--- src/rtl/data_sync_tx_sched_if.sv ---
// data_sync_tx_sched_if: requester handshake plus the bus driven toward the destination synchronizer.
interface data_sync_tx_sched_if #(
    parameter int D_WIDTH  = 8,
    parameter int N_REQ    = 4,
    parameter int ID_WIDTH = 2
);
    logic [N_REQ-1:0]         req_valid;
    logic [N_REQ*D_WIDTH-1:0] req_data;
    logic [N_REQ-1:0]         req_ready;
    logic                     sync_enable;
    logic [D_WIDTH-1:0]       sync_bus;
    logic [ID_WIDTH-1:0]      sync_id;
    logic                     busy;
    logic                     xfer_done;
    modport master (input req_valid, req_data,
                    output req_ready, sync_enable, sync_bus, sync_id, busy, xfer_done);
    modport slave  (output req_valid, req_data,
                    input req_ready, sync_enable, sync_bus, sync_id, busy, xfer_done);
endinterface

--- src/rtl/data_sync_tx_sched.sv ---
// data_sync_tx_sched: round-robin scheduler sharing one level-enable CDC bus among requesters,
// holding enable for a programmed time and then a programmed low gap per word.
module data_sync_tx_sched #(
    parameter int D_WIDTH   = 8,
    parameter int N_REQ     = 4,
    parameter int ID_WIDTH  = 2,
    parameter int CNT_WIDTH = 4
) (
    input  logic                 CLK,
    input  logic                 RST,
    input  logic [CNT_WIDTH-1:0] i_hold_cycles,
    input  logic [CNT_WIDTH-1:0] i_gap_cycles,
    data_sync_tx_sched_if.master bus_if
);
    typedef enum logic [1:0] {IDLE, HOLD, GAP} state_t;
    state_t               r_state, w_state;
    logic [ID_WIDTH-1:0]  r_ptr, w_ptr, w_win, r_id, w_id;
    logic                 w_any;
    logic [CNT_WIDTH-1:0] r_hcnt, w_hcnt, r_gcnt, w_gcnt, r_gcfg, w_gcfg;
    logic [D_WIDTH-1:0]   r_bus, w_bus;
    logic [N_REQ-1:0]     r_ready, w_ready;
    logic                 r_en, w_en, r_done, w_done, r_busy;

    // Scan from farthest to nearest so the nearest valid index after ptr wins.
    always_comb begin
        logic [ID_WIDTH-1:0] j;
        j     = '0;
        w_win = r_ptr;
        w_any = 1'b0;
        for (int k = N_REQ; k >= 1; k--) begin
            j = ID_WIDTH'((int'(r_ptr) + k) % N_REQ);
            if (bus_if.req_valid[j]) begin
                w_win = j;
                w_any = 1'b1;
            end
        end
    end

    always_comb begin
        w_state = r_state;
        w_ptr   = r_ptr;
        w_hcnt  = r_hcnt;
        w_gcnt  = r_gcnt;
        w_gcfg  = r_gcfg;
        w_bus   = r_bus;
        w_id    = r_id;
        w_ready = '0;
        w_en    = r_en;
        w_done  = 1'b0;
        case (r_state)
            IDLE: if (w_any) begin
                w_state = HOLD;
                w_ptr   = w_win;
                w_id    = w_win;
                w_bus   = bus_if.req_data[w_win*D_WIDTH +: D_WIDTH];
                w_ready = N_REQ'(1) << w_win;
                w_en    = 1'b1;
                w_hcnt  = (i_hold_cycles == '0) ? CNT_WIDTH'(1) : i_hold_cycles;
                w_gcfg  = (i_gap_cycles == '0) ? CNT_WIDTH'(1) : i_gap_cycles;
            end
            HOLD: begin
                w_hcnt = r_hcnt - 1'b1;
                if (r_hcnt <= CNT_WIDTH'(1)) begin
                    w_state = GAP;
                    w_en    = 1'b0;
                    w_gcnt  = r_gcfg;
                    w_done  = (r_gcfg == CNT_WIDTH'(1));
                end
            end
            GAP: begin
                w_gcnt = r_gcnt - 1'b1;
                w_done = (r_gcnt == CNT_WIDTH'(2));
                if (r_gcnt <= CNT_WIDTH'(1)) w_state = IDLE;
            end
            default: w_state = IDLE;
        endcase
    end

    always_ff @(posedge CLK or negedge RST) begin
        if (!RST) begin
            r_state <= IDLE;
            r_ptr   <= ID_WIDTH'(N_REQ - 1);
            r_hcnt  <= '0;
            r_gcnt  <= '0;
            r_gcfg  <= '0;
            r_bus   <= '0;
            r_id    <= '0;
            r_ready <= '0;
            r_en    <= 1'b0;
            r_done  <= 1'b0;
            r_busy  <= 1'b0;
        end else begin
            r_state <= w_state;
            r_ptr   <= w_ptr;
            r_hcnt  <= w_hcnt;
            r_gcnt  <= w_gcnt;
            r_gcfg  <= w_gcfg;
            r_bus   <= w_bus;
            r_id    <= w_id;
            r_ready <= w_ready;
            r_en    <= w_en;
            r_done  <= w_done;
            r_busy  <= (w_state != IDLE);
        end
    end

    assign bus_if.req_ready   = r_ready;
    assign bus_if.sync_enable = r_en;
    assign bus_if.sync_bus    = r_bus;
    assign bus_if.sync_id     = r_id;
    assign bus_if.busy        = r_busy;
    assign bus_if.xfer_done   = r_done;
endmodule

--- src/flat_wrapper.sv ---
// flat-port wrapper written by rule: the top's interface ports become plain ports
module data_sync_tx_sched_flat 
#(
    parameter int D_WIDTH   = 8,
    parameter int N_REQ     = 4,
    parameter int ID_WIDTH  = 2,
    parameter int CNT_WIDTH = 4
)
  (CLK, RST, i_hold_cycles, i_gap_cycles, bus_if_req_valid, bus_if_req_data, bus_if_req_ready, bus_if_sync_enable, bus_if_sync_bus, bus_if_sync_id, bus_if_busy, bus_if_xfer_done);
  data_sync_tx_sched_if #(.D_WIDTH(D_WIDTH), .N_REQ(N_REQ), .ID_WIDTH(ID_WIDTH)) bus_if_i ();
  input  logic CLK;
  input  logic RST;
  input  logic [CNT_WIDTH-1:0] i_hold_cycles;
  input  logic [CNT_WIDTH-1:0] i_gap_cycles;
  input wire logic [$bits(bus_if_i.req_valid)-1:0] bus_if_req_valid;
  input wire logic [$bits(bus_if_i.req_data)-1:0] bus_if_req_data;
  output wire logic [$bits(bus_if_i.req_ready)-1:0] bus_if_req_ready;
  output wire logic [$bits(bus_if_i.sync_enable)-1:0] bus_if_sync_enable;
  output wire logic [$bits(bus_if_i.sync_bus)-1:0] bus_if_sync_bus;
  output wire logic [$bits(bus_if_i.sync_id)-1:0] bus_if_sync_id;
  output wire logic [$bits(bus_if_i.busy)-1:0] bus_if_busy;
  output wire logic [$bits(bus_if_i.xfer_done)-1:0] bus_if_xfer_done;
  assign bus_if_i.req_valid = bus_if_req_valid;
  assign bus_if_i.req_data = bus_if_req_data;
  assign bus_if_req_ready = bus_if_i.req_ready;
  assign bus_if_sync_enable = bus_if_i.sync_enable;
  assign bus_if_sync_bus = bus_if_i.sync_bus;
  assign bus_if_sync_id = bus_if_i.sync_id;
  assign bus_if_busy = bus_if_i.busy;
  assign bus_if_xfer_done = bus_if_i.xfer_done;
  data_sync_tx_sched #(.D_WIDTH(D_WIDTH), .N_REQ(N_REQ), .ID_WIDTH(ID_WIDTH), .CNT_WIDTH(CNT_WIDTH)) u_core (.CLK(CLK), .RST(RST), .i_hold_cycles(i_hold_cycles), .i_gap_cycles(i_gap_cycles), .bus_if(bus_if_i));
endmodule
--- config.mk ---
export PLATFORM = sky130hd
export DESIGN_NAME = data_sync_tx_sched_flat
export DESIGN_NICKNAME = d
export VERILOG_FILES = /design/src/rtl/data_sync_tx_sched_if.sv /design/src/rtl/data_sync_tx_sched.sv /design/src/flat_wrapper.sv
export SDC_FILE = /design/constraint.sdc
export NUM_CORES = 1
export LEC_CHECK = 0
export ABC_CLOCK_PERIOD_IN_PS = 2200
export BUFFER_PORTS_ARGS = -buffer_cell sky130_fd_sc_hd__buf_2
export CORE_ASPECT_RATIO = 1.2
export CORE_MARGIN = 5
export CORE_UTILIZATION = 40
export DETAILED_ROUTE_END_ITERATION = 16
export PLACE_DENSITY = 0.72
export SYNTH_ARGS = -nofsm -noshare
export SYNTH_HDL_FRONTEND = slang
export SYNTH_SLANG_ARGS = --single-unit
export TNS_END_PERCENT = 30
--- constraint.sdc ---
create_clock -name CLK -period 2.2 [get_ports CLK]
set_input_delay 0.44 -clock CLK [delete_from_list [all_inputs] [get_ports CLK]]
set_output_delay 0.44 -clock CLK [all_outputs]
set_load 0.05 [all_outputs]
==> flow_summary_export.csv <==
group,metric,value,unit
cells_and_area,nets,313,
die,core_area,4590,µm²
cells_and_area,fill_cells,451,
routing,vias_per_cell,5.09,
worst_setup_path,worst_path_largest_cell_delay,0.60,ns
placed_design,place_congestion,0.790,
power_and_ir_drop,p_per_area,1560,nW/µm²
synthesis,synth_edf_count,0,
placed_design,dp_hpwl,3.21,mm
global_route,grt_pass1_vias,1684,
cells_and_area,area_delta_synth_final,23.2,%
clock_tree,clock_path_buffers,2,
worst_setup_path,arrival,1.97,ns
power_and_ir_drop,peakVddDrop,0.780,mV
synthesis,syn-num-nets,249,
global_route,grt_max_degree,34,
die,start_util,41.1,%
worst_setup_path,reg2reg_slack,0.36,ns
worst_setup_path,reg2reg_from,"u_core.r_ptr[1]",
worst_setup_path,crit_path_max_fanout,19,
routing,totalWireLength,4.12,mm
routing,drc_errors,0,
routing,drtIter0Drc,51,
placed_design,port_buffers,62,
clock_tree,worstSkewPairLatency,0.27,ns
clock_tree,cts_made_buffers,5,
timing,setup_violations,0,
global_route,gr-total-overflow,0,
power_and_ir_drop,switching_share,48.3,%
power_and_ir_drop,p_sw,1.75,mW
timing,finClkSkew,0.00302,ns
routing,postRouteAntennaNets,0,
timing,setup_tns,0,ns
timing,slew_violations,0,
worst_setup_path,path_cells,"a22oi_1, o21ai_4, mux2i_1, o221ai_1",
cells_and_area,final_common_cell,"buf_2",
clock_tree,root_buffer,"clkbuf_8",
die,dieArea,6200,µm²
routing,vias,1613,
clock_tree,cts_tree,"built",
clock_tree,clock_sinks,33,
placed_design,place_area,2230,µm²
timing,worstMarginPinSlew,0.749,ns
cells_and_area,final_area,2320,µm²
synthesis,yosysUniqueCellTypes,44,
power_and_ir_drop,combinationalPowerShare,55.8,%
routing,avgRoutedWirePerCell,13.0,µm
cells_and_area,register_area,828,µm²
worst_setup_path,cp-start-kind,"flip-flop",
clock_tree,postCtsSetupRepairBufs,0,
synthesis,yosys_warnings,0,
timing,post-route-period-util,83.5,%
worst_setup_path,cp_slowest_cell,"dfstp_2",
cells_and_area,drive_gt1_share,32.8,%
global_route,track_usage,14.2,%
die,die_height,85.2,µm
cells_and_area,antenna_cells,0,
global_route,grt_first_pass_wirelength,7.13,mm
job,cap_violations,0,
synthesis,synth_cells,194,
clock_tree,cts_max_level,2,
cells_and_area,multi_input_comb_area,960,µm²
timing,hold_viol,0,
synthesis,ys_seq_area_share,43.9,%
synthesis,synthArstFlopShare,100,%
timing,fmax,0.545,GHz
die,die_x,72.7,µm
timing,finalCriticalPeriod,1.84,ns
worst_setup_path,crit_type,"reg -> reg",
timing,slew_headroom,50.1,%
worst_setup_path,worst_setup_path_end_kind,"flip-flop",
synthesis,netlist_area,1890,µm²
clock_tree,clk_pin_slew,0.06,ns
power_and_ir_drop,leakage,1.16,nW
power_and_ir_drop,p_int,1.88,mW
synthesis,ys_seq_elements,33,
power_and_ir_drop,seq_power_share,31.5,%
worst_hold_path,holdCritPathClass,"in -> async",
synthesis,synth-main-ff-cell,"dfrtp_1",
cells_and_area,final_cell_mix,"buf_2 (62), dfrtp_1 (31), nand2_1 (26)",
die,num_rows,27,
timing,rsz0062_at_grt,"no",
die,io_pins,63,
global_route,antenna_found_initial,0,
status,outcome,"finished, final reports clean",
synthesis,synth_area_per_cell,9.73,µm²
clock_tree,ctsHoldBuffers,0,
routing,drtPass1Iterations,4,
worst_setup_path,worstPathRequired,2.33,ns
power_and_ir_drop,clkPwrFrac,12.6,%
worst_setup_path,crit_start,"u_core.r_ptr[1]",
[sequential cells by signal (all words and copies together), names as in the netlist, 2 cells and up]
register and flops:
u_core.r_state 2, u_core.bus_if.sync_id 2, u_core.r_gcfg 4, u_core.r_ptr 2, u_core.r_hcnt 4, u_core.r_gcnt 4
u_core.bus_if.sync_bus 8, u_core.bus_if.req_ready 4
[worst max-delay path, delay by kind of cell (launching register included)]
kind	cells	cell delay, ns
AOI/OAI and AO/OA	3	0.83
DFF	1	0.60
muxes	1	0.26
[layout make-up]
cell class / instances / area share, %
multi-input combinational: 142 / 41.3
clock buffer: 8 / 3.88
sequential: 33 / 35.6
timing repair buffer: 65 / 14.3
tap: 58 / 3.12
inverter: 11 / 1.78
[path summary, 6_finish.rpt]
check | endpoint | cells after the start
max | u_core.bus_if.sync_bus[1] | 4
min | u_core.bus_if.sync_bus[0] | 1
max reg2reg | u_core.bus_if.sync_bus[1] | 4
min reg2reg | u_core.bus_if.sync_id[1] | 2
max in group asynchronous | u_core.bus_if.busy | 1
min in group CLK | u_core.r_gcfg[2] | 3
[repair_timing]
| action | CTS | global route |
|---|---|---|
| setup endpoints to repair | 0 | 8 |
| gates resized for setup | 0 | 1 |
| hold endpoints to repair | 0 | 0 |
[synth_stat cells (all sizes together) (2+ instances only)]
cell type   n  area share, %
o31a        2           0.93
buf         7            3.2
and2        2           0.80
o21ai      15            4.2
a21oi      12            3.4
o22a        3            1.4
nand2      28            5.8
nor3        4            1.1
and3        2           0.66
ha          9            6.0
mux2i      18            9.5
dfstp       2            2.8
dfrtp      31             41
nor2       16            3.2
inv        11            2.2
o221ai      8            4.7
o22ai       2           0.66
nand3       4            1.1
or2         2           0.66
[logic make-up after synthesis]
| family | share of synthesized area [%] |
|---|---|
| buffers and inverters | 5.64 |
| adder cells (fa/ha/maj) | 5.97 |
| multiplexers | 9.55 |
| AO/OA/AOI/OAI | 18.6 |
| flip-flops | 43.9 |
| AND/OR/NAND/NOR | 16.3 |
[power groups by stage]
stage / registers [mW] / logic (mW) / clock network [mW]
4_1_cts: 1.14 / 2.05 / 0.473
6_report: 1.14 / 2.02 / 0.458
3_5_place_dp: 1.15 / 2.04 / 0
5_1_grt: 1.19 / 2.24 / 0.495
2_1_floorplan: 1.58 / 1.18 / 0
3_3_place_gp: 1.14 / 2.01 / 0
[layer usage]
layer	vias up	wire length (µm)	part of all wire, %	GRT usage (%)
li1	816	-	-	-
met1	732	1760	43	16.6
met2	59	1950	47	24.3
met3	6	350	8.5	4.74
met4	0	55	1.3	4.03
met5	-	0	0	0
[per-stage QoR]
stage / worst slack (ns) / total power [mW] / std cells / hold slack [ns] / util [%]
after floorplan: 0.575 / 2.76 / 194 / 0.144 / -
final: 0.364 / 3.62 / 317 / 0.229 / 50.6
after global routing: 0.229 / 3.93 / 317 / 0.283 / 50.6
after CTS: 0.0632 / 3.66 / 317 / 0.246 / 50.4
after global placement: 0.101 / 3.16 / 309 / 0.464 / 48.5
after detailed placement: 0.0310 / 3.19 / 309 / 0.467 / 48.5
(Power assumes the default switching activity.)
